### src/rtl/fetch_seq_ctrl.sv
// fetch_seq_ctrl: instruction sequencer for the 18-bit core.
// It owns the PC and fetches each word over a req/ack handshake.
// It loads the word into the splitter, starts execute and waits for done.
// It then applies the PC update and any pending halt.
// Optional fetch watchdog: define FETCH_TIMEOUT_EN to enable the FETCH no-ack timeout
// and the sticky fault_o / terminal FAULT state.
module fetch_seq_ctrl #(
   parameter logic [11:0] RESET_PC    = 12'h000,
   parameter int          TIMEOUT_CYC = 15
) (
   input  logic        clk,
   input  logic        rst_n,
   input  logic        start_i,
   input  logic        halt_i,
   output logic        imem_req_o,
   output logic [11:0] imem_addr_o,
   input  logic        imem_ack_i,
   input  logic [17:0] imem_data_i,
   output logic [17:0] inst_o,
   output logic        is_en_o,
   output logic        exec_start_o,
   input  logic        exec_done_i,
   input  logic        pc_load_i,
   input  logic [11:0] pc_target_i,
   output logic [11:0] pc_o,
   output logic        busy_o,
   output logic [15:0] retired_o,
   output logic        fault_o
);

   // state  | meaning
   // IDLE   | stopped; waits for start_i without halt_i
   // FETCH  | imem_req_o held at pc until imem_ack_i
   // DECODE | is_en_o pulse, splitter latches inst_o
   // EXEC   | exec_start_o on first cycle, waits for exec_done_i
   // FAULT  | fetch watchdog expired; terminal until reset
   typedef enum logic [2:0] {
      S_IDLE   = 3'd0,
      S_FETCH  = 3'd1,
      S_DECODE = 3'd2,
      S_EXEC   = 3'd3,
      S_FAULT  = 3'd4
   } state_t;

   state_t      state_q;
   logic [11:0] pc_q;
   logic [11:0] pc_d;
   logic [17:0] inst_q;
   logic [15:0] retired_q;
   logic        halt_pend_q;
   logic        req_q;
   logic        is_en_q;
   logic        exec_start_q;

`ifdef FETCH_TIMEOUT_EN
   localparam logic [7:0] TMO_LAST = 8'(TIMEOUT_CYC - 1);
   logic [7:0] tmo_cnt_q;
   logic       fault_q;
`endif

   // Next PC applied when the current instruction retires
   always_comb begin
      pc_d = pc_q + 12'd1;
      if (pc_load_i) pc_d = pc_target_i;
   end

   // Sequencer FSM with registered handshake and pulse outputs
   always_ff @(posedge clk or negedge rst_n) begin
      if (!rst_n) begin
         state_q      <= S_IDLE;
         pc_q         <= RESET_PC;
         inst_q       <= 18'h0;
         retired_q    <= 16'h0;
         halt_pend_q  <= 1'b0;
         req_q        <= 1'b0;
         is_en_q      <= 1'b0;
         exec_start_q <= 1'b0;
`ifdef FETCH_TIMEOUT_EN
         tmo_cnt_q    <= 8'h0;
         fault_q      <= 1'b0;
`endif
      end else begin
         is_en_q      <= 1'b0;
         exec_start_q <= 1'b0;
         case (state_q)
            S_IDLE: begin
               halt_pend_q <= 1'b0;
               if (start_i && !halt_i) begin
                  state_q <= S_FETCH;
                  req_q   <= 1'b1;
`ifdef FETCH_TIMEOUT_EN
                  tmo_cnt_q <= 8'h0;
`endif
               end
            end
            S_FETCH: begin
               if (halt_i) halt_pend_q <= 1'b1;
               if (imem_ack_i) begin
                  inst_q  <= imem_data_i;
                  req_q   <= 1'b0;
                  is_en_q <= 1'b1;
                  state_q <= S_DECODE;
               end
`ifdef FETCH_TIMEOUT_EN
               // an ack in the last allowed cycle is taken above, so it beats the timeout
               else if (tmo_cnt_q == TMO_LAST) begin
                  fault_q <= 1'b1;
                  req_q   <= 1'b0;
                  state_q <= S_FAULT;
               end else begin
                  tmo_cnt_q <= tmo_cnt_q + 8'd1;
               end
`endif
            end
            S_DECODE: begin
               if (halt_i) halt_pend_q <= 1'b1;
               exec_start_q <= 1'b1;
               state_q      <= S_EXEC;
            end
            S_EXEC: begin
               if (exec_done_i) begin
                  pc_q      <= pc_d;
                  retired_q <= retired_q + 16'd1;
                  if (halt_pend_q || halt_i) begin
                     halt_pend_q <= 1'b0;
                     state_q     <= S_IDLE;
                  end else begin
                     state_q <= S_FETCH;
                     req_q   <= 1'b1;
`ifdef FETCH_TIMEOUT_EN
                     tmo_cnt_q <= 8'h0;
`endif
                  end
               end else if (halt_i) begin
                  halt_pend_q <= 1'b1;
               end
            end
            S_FAULT: begin
               req_q <= 1'b0;
            end
            default: begin
               state_q <= S_IDLE;
               req_q   <= 1'b0;
            end
         endcase
      end
   end

   assign imem_req_o   = req_q;
   assign imem_addr_o  = pc_q;
   assign inst_o       = inst_q;
   assign is_en_o      = is_en_q;
   assign exec_start_o = exec_start_q;
   assign pc_o         = pc_q;
   assign retired_o    = retired_q;
   assign busy_o       = (state_q == S_FETCH) || (state_q == S_DECODE) || (state_q == S_EXEC);
`ifdef FETCH_TIMEOUT_EN
   assign fault_o      = fault_q;
`else
   assign fault_o      = 1'b0;
`endif

endmodule
### config.mk
export PLATFORM = sky130hd
export DESIGN_NAME = fetch_seq_ctrl
export DESIGN_NICKNAME = d
export VERILOG_FILES = /design/src/rtl/fetch_seq_ctrl.sv
export SDC_FILE = /design/constraint.sdc
export NUM_CORES = 1
export LEC_CHECK = 0
export BUFFER_PORTS_ARGS = -buffer_cell sky130_fd_sc_hd__clkbuf_2
export CORE_MARGIN = 2
export CORE_UTILIZATION = 48
export CTS_CLUSTER_DIAMETER = 100
export CTS_CLUSTER_SIZE = 24
export DETAILED_ROUTE_END_ITERATION = 10
export PLACE_DENSITY = 0.78
export SETUP_SLACK_MARGIN = 0.3
export SLEW_MARGIN = 30
export SYNTH_ARGS = -nofsm -noshare
export SYNTH_HDL_FRONTEND = slang
export SYNTH_SLANG_ARGS = --single-unit
### constraint.sdc
create_clock -name clk -period 2 [get_ports clk]
set_clock_uncertainty 0.1 [all_clocks]
set_input_delay 0.2 -clock clk [delete_from_list [all_inputs] [get_ports clk]]
set_output_delay 0.2 -clock clk [all_outputs]
set_load 0.01 [all_outputs]
[Yosys cells after proc, flatten, opt, wreduce, memory -nomap -nowiden]
Cells that the tools add are included.
Storage, ports and cells
  register bits after elaboration: 53
  bits in latches: 0
  bits in writable memories: 0
  bits in read-only memories: 0
  bits of input ports: 37
  output and inout port bits: 63
  logic and storage cells: 52
  memories kept: 0
Cells by class
  add/sub/neg operators: 2
  multiply operators: 0
  divide/modulo/power cells: 0
  order comparisons: 0
  equal/unequal tests: 9
  shifts and indexed selects: 0
  mux-type cells: 18
  bitwise operators: 2
  reduce and logical (&&, ||, !) cells: 13
Operators with widths (number)
  $add 16x1->16 const B: 1
  $pmux 3 s5: 1
  $add 12x1->12 const B: 1
  $mux 12: 1
  $mux 1: 11
  $mux 3: 3
  $ne 2x2->1 const B: 4
  $eq 3x2->1 const B: 2
  $reduce_and 2->1: 3
  $reduce_and 5->1: 1
  $pmux 1 s4: 1
  $reduce_and 4->1: 1
  $eq 3x1->1 const B: 1
  $eq 3x3->1 const B: 1
  $logic_not 3->1: 1
  $logic_or 1x1->1: 3
  $ne 3x3->1 const B: 1
  $pmux 1 s3: 1
  $reduce_bool 3->1: 1
  $not 1->1: 2
  $reduce_or 2->1: 1
  $logic_and 1x1->1: 1
  $logic_not 1->1: 1

[Longest topological paths before layout]
  word-level depth: 4
  mapped depth: 6
  depth with buffers taken out: 5

[Worst setup path after synthesis]
OpenSTA, ideal clock, no wires.
  kind: flip-flop to flip-flop
  start point: reg state_q[1]
  end point: reg inst_q[10], in the netlist inst_o[10]
  library setup time: 125 ps
  arrival: 1472 ps
  data required time: 1775 ps
  setup slack: 303 ps
  stages on the path, launching flop included: 6
  path buffers: 1
  clock period less this slack: 1697 ps
  cells stage by stage: dfrtp_1 > inv_1 > ha_1 > nand2_1 > buf_2 > mux2_2
Between the ends
  word-level cells in the longest chain between the ends: 2
Ends and longest elaborated chain
  from (decl): line 45  | state_t state_q;
  from (signal assigned): line 70  | state_q <= S_IDLE;
  from (signal assigned): line 89  | state_q <= S_FETCH;
  from (signal assigned): line 102  | state_q <= S_DECODE;
  $eq 3x1->1: line 85  | case (state_q)
  $reduce_and 2->1 (no line)
  to (signal assigned): line 99  | inst_q <= imem_data_i;
  to (decl): line 48  | logic [17:0] inst_q;
No other way between the ends.
A chain may end at the register's enable or synchronous reset.

[Worst setup path after layout]
  start point: reg state_q[1]
  end point: reg inst_q[14], in the netlist inst_o[14]
Same word-level chain as after synthesis.

==> summary.md <==
| Metric | Value |
|---|---|
| Result of the run | `complete, no violations` |
| Clock-pin slew on the worst setup and hold paths | `90 ps` |
| Pwr per Cell Area | `1400 nW/um^2` |
| Kind of end point of the critical path | `register` |
| Initial antenna violation count | `0` |
| Tightest Hold Check Type | `input pin to register` |
| Distinct cell type count after synthesis | `41` |
| Number of cell instances on the worst register-to-register path | `5` |
| CTS Buf Count | `5` |
| Static leakage | `1.65 nW` |
| Final count of hold timing violations | `0` |
| Syn. warnings | `0` |
| Number of max-slew violations in the final report | `0` |
| Portion of the post-synthesis area used by sequential elements | `0.513` |
| DRC viols | `0` |
| Total wirelength of the detailed-routed design | `5250 um` |
| Endpoint required time on the critical path | `2100 ps` |
| Layout cell share with drive strength beyond 1 | `0.440` |
| Top-level port count | `100` |
| Slowest CP cell | `dfrtp_1` |
| Clock sink count | `52` |
| Net count of the mapped netlist | `277` |
| Proportion of synthesized flip-flops having asynchronous set or reset | `1.00` |
| Growth of design area from synthesis to finish | `28.1%` |
| Worst slack after detailed placement | `263 ps` |
| Sum of overflow across all layers after global routing | `0` |
| Floorplan row count | `26` |
| Residual antenna-violating net count after detailed routing | `0` |
| Library cell occupying the most area in the post-synthesis netlist | `dfrtp_1` |
| Net count, final | `370` |
| Largest voltage drop on the vdd net | `0.757 mV` |
| Average size of a mapped cell | `10.9 um^2` |
| Die width | `76.7 um` |
| Length of routed wiring on met1 | `2410 um` |
| Maximum count of clock buffers along a single path | `2` |
| Antenna fix cells | `0` |
| Maximum cell stage delay along the critical path | `410 ps` |
| TritonCTS clock tree | `done` |
| Clk root buf | `clkbuf_8` |
| Vias per cell | `5.13` |
| Height of the chip | `76.7 um` |
| Half-perimeter wire length after detailed placement | `3930 um` |
| Met2 wire length | `2480 um` |
| Dominant register cell in the synthesized netlist | `dfrtp_1` |
| Drt first-iter violations | `45` |
| Global Route Usage Sum | `0.186` |
| Number of endpoints failing setup at the final stage | `0` |
| Setup tns final | `0 ps` |
| Initial DRT Pass Iterations | `4` |
| Slew Limit Headroom | `0.558` |
| Routed length per placed instance | `13.2 um` |
| Largest fanout on the critical path | `19` |
| Initial Utilization | `0.497` |
| Setup repair after global routing missed its margin | `true` |
| Cell types occupying the most area after synthesis | `dfrtp_1 (51%), mux2_2 (8.0%), buf_4 (3.8%)` |
| Clock H-tree levels | `2` |
| Clock latency at the later pin of the worst-skew pair | `310 ps` |
| Period utilisation layout | `0.798` |
| Die outline area | `5880 um^2` |
| Total of flip-flops plus latches after synthesis | `52` |
| Mapped cell area | `2540 um^2` |
| Worst path setup slack after routing | `404 ps` |
| Wire length of the first global-routing pass | `8890 um` |
| Fraction of synthesized cell area taken by the top area cell type | `0.513` |
| Core area | `5110 um^2` |
| Via count of the first global-routing pass | `1,912` |
| Shortest period the worst path allows | `1600 ps` |
| Routability congestion estimate | `0.757` |
| Max Clock Freq | `0.626 GHz` |
| Total via count in the routed design | `2,037` |
| PortBufs | `98` |
| Category of the most critical setup path | `register to register` |
| Max-cap violation count | `0` |
| Largest net degree at the start of global routing | `33` |
| Met3 wire length | `306 um` |
| CP Data Arrival Time | `1690 ps` |
| Category of the worst setup path launch point | `register` |
| Number of synthesized flops with an enable pin | `0` |
| Tightest Pin Transition | `663 ps` |
| Critical-path cell list | `inv_1 > ha_1 > nand2_1 > buf_4 > mux2_2` |
| Number of cells produced by synthesis | `233` |
| Uppermost signal routing layer after detailed routing | `met4` |
| Hold path cells | `2` |
-- synthesized netlist by cell type (all sizes together) (2+ instances only) --
cell and n:
dfrtp 52, mux2 18, nor2 16, buf 15, nand2 15, nand3 12, o21ai 12, a21oi 11
inv 10, xnor2 9, ha 7, nor3 6, xor2 6, clkbuf 5, mux2i 4, nand4 4
nor4 4, and3 3, nor2b 3, a211oi 2, and4 2, nand2b 2
-- state kept, by name, summed over array words and instances (netlist names) --
| name | count |
|---|---|
| imem_addr_o | 12 |
| is_en_o | 1 |
| inst_o | 18 |
| exec_start_o | 1 |
| state_q | 2 |
| imem_req_o | 1 |
| halt_pend_q | 1 |
| retired_o | 16 |
-- stage by stage --
| step | power [mW] | instance area, um^2 | util | cells | hold slack [ps] |
|---|---|---|---|---|---|
| 4_1_cts | 4.53 | 3210 | 0.628 | 395 | 13.4 |
| 5_1_grt | 4.86 | 3250 | 0.636 | 397 | 6.28 |
| 2_1_floorplan | 2.93 | 2540 | - | 233 | -196 |
| 3_3_place_gp | 3.47 | 3030 | 0.593 | 385 | 152 |
| 6_report | 4.54 | 3250 | 0.636 | 397 | 18.9 |
| 3_5_place_dp | 3.53 | 3030 | 0.593 | 385 | 163 |
-- power breakdown --
group | internal, mW | switching [mW] | total [mW] | leakage, nW
logic | 0.855 | 0.910 | 1.77 | 0.933
clock network | 0.625 | 0.349 | 0.974 | 0.0784
registers | 1.44 | 0.355 | 1.80 | 0.643
total | 2.92 | 1.61 | 4.54 | 1.65
-- worst paths after layout --
| path | from | slack [ps] | endpoint |
|---|---|---|---|
| worst min-delay path | imem_data_i[9] | 20 | inst_o[9] |
| worst max-delay path | state_q[1] | 400 | inst_o[14] |
| worst max register to register | state_q[1] | 400 | inst_o[14] |
| max in group asynchronous | rst_n | 870 | imem_addr_o[1] |
| worst min register to register | retired_o[15] | 400 | retired_o[15] |
| min in group asynchronous | rst_n | 360 | retired_o[12] |
-- area by class of cell --
type                       instances  area, um^2
tap                               70        87.6
clock buffer                       5        68.8
inverter                          10        37.5
sequential                        52        1300
fill                             415        1860
multi-input combinational        151        1090
timing repair buffer             106         566
clock inverter                     3        90.1
-- per-layer routing --
metal | GRT usage | up-vias
li1 | - | 986
met1 | 0.253 | 966
met2 | 0.297 | 80
met3 | 0.0388 | 5
met4 | 0.0600 | 0
met5 | 0 | -
-- what timing repair did --
action	CTS	global route
resized for setup	1	7
hold buffers	1	0
endpoints found under the setup margin	4	11
gates cloned	0	0
hold endpoints to repair	25	0
buffers inserted	1	2
pin swaps	1	0
-- cells by family after synthesis --
group                    count (synthesis)  share of synthesized area
AND/OR/NAND/NOR                         71                      0.151
flip-flops                              52                      0.513
AO/OA/AOI/OAI                           35                     0.0873
buffers and inverters                   30                     0.0646
multiplexers                            22                     0.0957
XOR/XNOR                                15                     0.0518
adder cells (fa/ha/maj)                  7                     0.0345
other                                    1                    0.00148
-- worst max-delay path: cells and delay by family (launching register included) --
family | cells | cell delay (ps)
buffers and inverters | 2 | 330
flip-flops | 1 | 410
AND/OR/NAND/NOR | 1 | 60
adder cells (fa/ha/maj) | 1 | 210
multiplexers | 1 | 370
-- placed cells by master, fill, tap and decap left out, types with 2 or more instances in the layout --
master and n:
nor3_1 6, xnor2_1 9, dfrtp_2 2, inv_1 10
clkbuf_2 98, dfrtp_1 50, mux2_2 18, and4_1 2
xor2_1 6, nor2_1 15, nand2_1 15, nor2b_1 3
a21oi_1 11, nand2b_1 2, ha_1 6, o21ai_0 12
nor4_1 2, a211oi_1 2, bufinv_16 3, clkbuf_8 5
nand4_1 2, mux2i_1 4, buf_4 6, and3_1 3
nand3_1 11
Note: power is estimated with default switching activity, not from simulation.
